===== config.mk =====
export PLATFORM = sky130hd
export DESIGN_NAME = dpll_controller
export DESIGN_NICKNAME = d
export VERILOG_FILES = /design/src/rtl/dpll_controller.sv
export SDC_FILE = /design/constraint.sdc
export NUM_CORES = 2
export LEC_CHECK = 0
export BUFFER_PORTS_ARGS = -buffer_cell sky130_fd_sc_hd__clkbuf_2
export CAP_MARGIN = 40
export CORE_UTILIZATION = 45
export DETAILED_ROUTE_END_ITERATION = 8
export GPL_ROUTABILITY_DRIVEN = 0
export PLACE_DENSITY_LB_ADDON = 0.1
export SYNTH_ARGS = -nofsm -noshare
export SYNTH_HDL_FRONTEND = slang
export SYNTH_SLANG_ARGS = --single-unit

===== constraint.sdc =====
create_clock -name clock -period 11.3 [get_ports clock]
set_input_delay 0.565 -clock clock [delete_from_list [all_inputs] [get_ports clock]]
set_output_delay 0.565 -clock clock [all_outputs]
set_load 0.02 [all_outputs]

===== src/rtl/dpll_controller.sv =====
// dpll_controller: DPLL search FSM owning the assignment trail; drives find, BCP,
// chronological backtracking and the assignment memory, with optional cycle budget.
module dpll_controller #(
  parameter int NUM_VARIABLE = 128,
  parameter int VAR_IDX_W = $clog2(NUM_VARIABLE),
  parameter int MAX_CYCLES = 0,
  parameter bit DECIDE_POLARITY = 1'b0
) (
  input  logic                 clock,
  input  logic                 reset,
  input  logic                 start,
  output logic                 find_req,
  input  logic                 find_ack,
  input  logic                 find_valid,
  input  logic [VAR_IDX_W-1:0] find_var,
  output logic                 bcp_start,
  output logic [VAR_IDX_W-1:0] bcp_var,
  output logic                 bcp_val,
  input  logic                 imp_valid,
  input  logic [VAR_IDX_W-1:0] imp_var,
  input  logic                 imp_val,
  input  logic                 bcp_done,
  input  logic                 bcp_conflict,
  output logic                 asg_we,
  output logic [VAR_IDX_W-1:0] asg_var,
  output logic                 asg_val,
  output logic                 asg_clr,
  output logic                 asg_clear_all,
  output logic                 sat,
  output logic                 unsat,
  output logic                 abort,
  output logic                 busy,
  output logic [31:0]          decisions
);
  localparam int DW = $clog2(NUM_VARIABLE + 1);
  localparam logic [DW-1:0] FULL = DW'(NUM_VARIABLE);
  typedef enum logic [2:0] {IDLE, FIND, DECIDE, BCP, BACKTRACK, SAT, UNSAT, ABORT} state_t;
  state_t state, state_n;
  logic [DW-1:0] depth;
  logic [VAR_IDX_W-1:0] dec_var, top, wr;
  logic [VAR_IDX_W-1:0] tr_var [NUM_VARIABLE];
  logic tr_val [NUM_VARIABLE];
  logic tr_dec [NUM_VARIABLE];
  logic tr_flp [NUM_VARIABLE];
  logic issued, clr_q, conf, idle, overflow, push, flip, pop, conflict, hit;
  logic [31:0] cycles;
  assign top = VAR_IDX_W'(depth - 1'b1);
  assign wr = VAR_IDX_W'(depth);
  assign idle = state inside {IDLE, SAT, UNSAT, ABORT};
  assign busy = !idle;
  assign sat = state == SAT;
  assign unsat = state == UNSAT;
  assign abort = state == ABORT;
  assign asg_clear_all = clr_q;
  // the cycle after an accepted start is the memory-clear cycle; the find request follows it
  assign find_req = state == FIND && !issued && !clr_q;
  assign bcp_start = state == BCP && !issued;
  assign overflow = state == BCP && imp_valid && depth == FULL;
  assign push = state == DECIDE || (state == BCP && imp_valid && !overflow);
  assign flip = state == BACKTRACK && depth != '0 && tr_dec[top] && !tr_flp[top];
  assign pop = state == BACKTRACK && depth != '0 && !flip;
  assign conflict = bcp_conflict || conf || overflow;
  assign hit = MAX_CYCLES > 0 && busy && cycles == 32'(MAX_CYCLES - 1);
  assign asg_we = push || flip || pop;
  assign asg_clr = pop;
  assign asg_var = state == DECIDE ? dec_var : push ? imp_var : asg_we ? tr_var[top] : '0;
  assign asg_val = state == DECIDE ? DECIDE_POLARITY : push ? imp_val : flip && !tr_val[top];
  always_comb begin
    state_n = state;
    case (state)
      IDLE, SAT, UNSAT, ABORT: if (start) state_n = FIND;
      FIND: if (find_ack && !clr_q) state_n = find_valid ? DECIDE : SAT;
      DECIDE: state_n = BCP;
      BCP: if (bcp_done) state_n = conflict ? BACKTRACK : FIND;
      BACKTRACK: state_n = depth == '0 ? UNSAT : flip ? BCP : BACKTRACK;
    endcase
    if (hit) state_n = ABORT;
  end
  always_ff @(posedge clock or posedge reset)
    if (reset) begin
      state <= IDLE;
      depth <= '0;
      decisions <= '0;
      cycles <= '0;
      issued <= 1'b0;
      clr_q <= 1'b0;
      conf <= 1'b0;
      dec_var <= '0;
      bcp_var <= '0;
      bcp_val <= 1'b0;
    end else begin
      state <= state_n;
      issued <= state_n == state && (issued || find_req || bcp_start);
      clr_q <= idle && start;
      conf <= state == BCP && state_n == BCP && (conf || overflow);
      cycles <= idle ? (start ? '0 : cycles) : cycles + 1'b1;
      depth <= idle && start ? '0 : push ? depth + 1'b1 : pop ? depth - 1'b1 : depth;
      if (idle && start) decisions <= '0;
      else if (state == DECIDE && decisions != '1) decisions <= decisions + 1'b1;
      if (state == FIND && find_ack) dec_var <= find_var;
      if (state == DECIDE) {bcp_var, bcp_val} <= {dec_var, DECIDE_POLARITY};
      else if (flip) {bcp_var, bcp_val} <= {tr_var[top], !tr_val[top]};
    end
  always_ff @(posedge clock)
    if (push) begin
      tr_var[wr] <= asg_var;
      tr_val[wr] <= asg_val;
      tr_dec[wr] <= state == DECIDE;
      tr_flp[wr] <= 1'b0;
    end else if (flip) begin
      tr_val[top] <= !tr_val[top];
      tr_flp[top] <= 1'b1;
    end
endmodule


==> load_flow_metrics.sql <==
INSERT INTO impl_metrics (metric_group, metric, value, unit) VALUES
('outcome', 'run_status', 'complete, no violations', ''),
('die', 'ios', '80', ''),
('placement', 'dpl.cell_count', '4381', ''),
('die', 'die-height', '348', 'µm'),
('setup_path', 'timing.setup.critical_path_class', 'reg -> out', ''),
('clock_tree', 'worst_case_clock_buffer_depth', '3', ''),
('clock_tree', 'clock_latency', '0.76', 'ns'),
('cells_and_area', 'final-instance-count-excl-fill', '4653', ''),
('logic_synthesis', 'synth_top_family_by_area', 'multiplexers', ''),
('worst_hold_path', 'min-delay-path-class', 'in -> async', ''),
('drt', 'num_vias', '28400', ''),
('clock_tree', 'clk_root_buffer_cell', 'clkbuf_16', ''),
('logic_synthesis', 'synth.mux.area_fraction', '0.148', ''),
('flow_run', 'drv.max_cap_violation_count', '0', ''),
('logic_synthesis', 'synth_simple_gate_area_frac', '0.0501', ''),
('global_routing', 'grtUsageTotal', '0.236', ''),
('placement', 'dp_hpwl', '90500', 'µm'),
('clock_tree', 'path_clk_slew', '0.06', 'ns'),
('logic_synthesis', 'postSynthAreaPerCell', '19.4', 'µm²'),
('die', 'die_x', '348', 'µm'),
('drt', 'wl', '141000', 'µm'),
('setup_path', 'critical_path_arrival', '7.22', 'ns'),
('logic_synthesis', 'synth-seq-cells', '1341', ''),
('global_routing', 'wire_length_of_the_first_global_routing_pass', '206000', 'µm'),
('die', 'fp-row-count', '126', ''),
('global_routing', 'grt_start_max_net_pins', '141', ''),
('drt', 'drt_drc_violations_left', '0', ''),
('timing', 'count_of_final_max_slew_check_failures', '0', ''),
('power_and_ir_drop', 'power_per_cell_area', '280', 'nW/µm²'),
('drt', 'drt_iter0_markers', '2948', ''),
('logic_synthesis', 'netlist-cell-type-count', '81', ''),
('cells_and_area', 'num-nets-final', '3022', ''),
('logic_synthesis', 'synth-edff-count', '1280', ''),
('cells_and_area', 'finish.instance_area', '61800', 'µm²'),
('cells_and_area', 'sequential_cell_area', '40000', 'µm²'),
('logic_synthesis', 'synth_area_leaders', 'edfxtp_1 (71%), mux4_2 (14%), dfrtp_1 (2.8%), nor2_1 (1.5%), nand2_1 (0.77%)', ''),
('logic_synthesis', 'yosys.area_share.adder', '0.000931', ''),
('timing', 'max_freq', '128', 'MHz'),
('global_routing', 'grt_pass1_vias', '28800', ''),
('clock_tree', 'cts.repair.resized', '0', ''),
('timing', 'timing.final.crit_share', '0.689', ''),
('power_and_ir_drop', 'peak_supply_drop', '0.000276', 'V'),
('setup_path', 'worst_ep_required_time', '10.74', 'ns'),
('drt', 'detail_route.wl_per_cell', '30.3', 'µm'),
('cells_and_area', 'fillCellCount', '9320', ''),
('global_routing', 'antenna_found_initial', '1', ''),
('clock_tree', 'post_cts.repair.setup_buffers', '0', ''),
('timing', 'finalHoldViolCount', '0', ''),
('cells_and_area', 'layout_area_overhead', '15.0', '%'),
('timing', 'max_clock_skew', '0.0267', 'ns'),
('logic_synthesis', 'yosys.area_share.xor_xnor', '0.00565', ''),
('power_and_ir_drop', 'leakage', '20.0', 'nW'),
('setup_path', 'critical_path.cell_chain', 'buf_12 > or4_4 > nand2_4 > buf_4 > buf_4 > mux4_2 > mux4_2 > mux2i_1 > o21ai_4 > buf_4 > buf_4 > clkbuf_2', ''),
('global_routing', 'total_grt_overflow', '0', ''),
('logic_synthesis', 'synth-warning-count', '0', ''),
('setup_path', 'critical_path.max_stage_delay', '0.72', 'ns'),
('setup_path', 'cp_max_fanout', '89', ''),
('clock_tree', 'cts_num_sinks', '1341', ''),
('timing', 'max_slew_margin', '0.340', ''),
('placement', 'detailed_place.area', '57000', 'µm²'),
('timing', 'setup_viol', '0', ''),
('clock_tree', 'cts.htree.levels', '4', ''),
('die', 'floorplan.die_area', '121000', 'µm²'),
('placement', 'buffer_ports.inserted', '79', ''),
('setup_path', 'cpMaxStageDelayCell', 'dfrtp_4', ''),
('timing', 'min_period', '7.78', 'ns'),
('cells_and_area', 'multiInputGateArea', '13100', 'µm²'),
('setup_path', 'path_common_cell', 'buf_4', ''),
('drt', 'antenna_violating_nets_post_route', '0', ''),
('logic_synthesis', 'synth_top_flop_cell', 'edfxtp_1', ''),
('timing', 'worstMarginPinSlew', '0.990', 'ns');
final timing paths:
kind,from,endpoint,depth (start not counted)
worst max register to register,depth[0]$_DFFE_PP0P_,tr_val[107]$_DFFE_PP_,17
max in group asynchronous,reset,depth[0]$_DFFE_PP0P_,3
min in group clock,find_var[1],dec_var[1]$_DFFE_PP0P_,2
worst max-delay path,depth[0]$_DFFE_PP0P_,asg_var[3],12
worst min register to register,bcp_var[6]$_DFFE_PP0P_,bcp_var[6]$_DFFE_PP0P_,1
worst min-delay path,reset,decisions[18]$_DFFE_PP0P_,3
through the flow:
| stage | setup slack [ns] | hold slack (ns) | util |
|---|---|---|---|
| 5_1_grt | 3.09 | 0.0200 | 0.523 |
| 2_1_floorplan | 1.27 | 0.500 | - |
| 6_report | 3.52 | 0.0263 | 0.523 |
| 4_1_cts | 3.24 | 0.00171 | 0.523 |
| 3_3_place_gp | 4.23 | 0.499 | 0.474 |
| 3_5_place_dp | 4.04 | 0.510 | 0.482 |
logic make-up after synthesis:
family          Yosys count
flops                  1341
simple gates            563
mux                     365
compound gates          251
buf+inv                 218
xor+xnor                 33
fa+ha+maj                 4
cells in the mapped netlist (31+ instances only):
cell type,count
edfxtp_1,1280
nand2_1,110
o221ai_1,31
a21oi_1,35
mux4_2,342
nor3_1,67
buf_2,55
nand2b_1,42
dfrtp_1,61
o21ai_0,31
nand3_1,33
inv_1,47
nor2_1,218
clkbuf_1,79
metal layers:
metal | GRT usage | vias to the layer above | part of all wire
met4 | 0.0679 | 2 | 0.023
met3 | 0.0461 | 188 | 0.066
met1 | 0.329 | 15200 | 0.43
li1 | - | 11900 | -
met2 | 0.378 | 1140 | 0.48
met5 | 0 | - | 0.000092
where the power goes:
part           leakage, nW  switching (W)  internal (W)
Clock                 2.33        0.00193       0.00282
Combinational         4.99        0.00400       0.00238
Sequential            12.6       0.000107       0.00605
Total                 20.0        0.00604        0.0113
flip-flops by register name, summed over array words and instances (netlist names):
register / count
bcp_val: 1
asg_clear_all: 1
issued: 1
conf: 1
tr_flp: 128
decisions: 32
state: 3
tr_dec: 128
tr_var: 896
bcp_var: 7
depth: 8
dec_var: 7
tr_val: 128
final cells by class:
| cell class | instances | area share |
|---|---|---|
| inverters | 49 | 0.00306 |
| repair buffers | 243 | 0.0306 |
| clock buffers | 182 | 0.0625 |
| multi-input cells | 1216 | 0.212 |
| clock inverters | 84 | 0.0146 |
| flip-flops and latches | 1341 | 0.646 |
| well taps | 1536 | 0.0311 |
| diodes | 2 | 0.0000809 |
critical path, delay by kind of cell (launching register included):
family          cells  cell delay (ns)
compound gates      1             0.13
buf+inv             6             2.53
flops               1             0.72
mux                 3             1.65
simple gates        2             1.15
(Power assumes the default switching activity.)
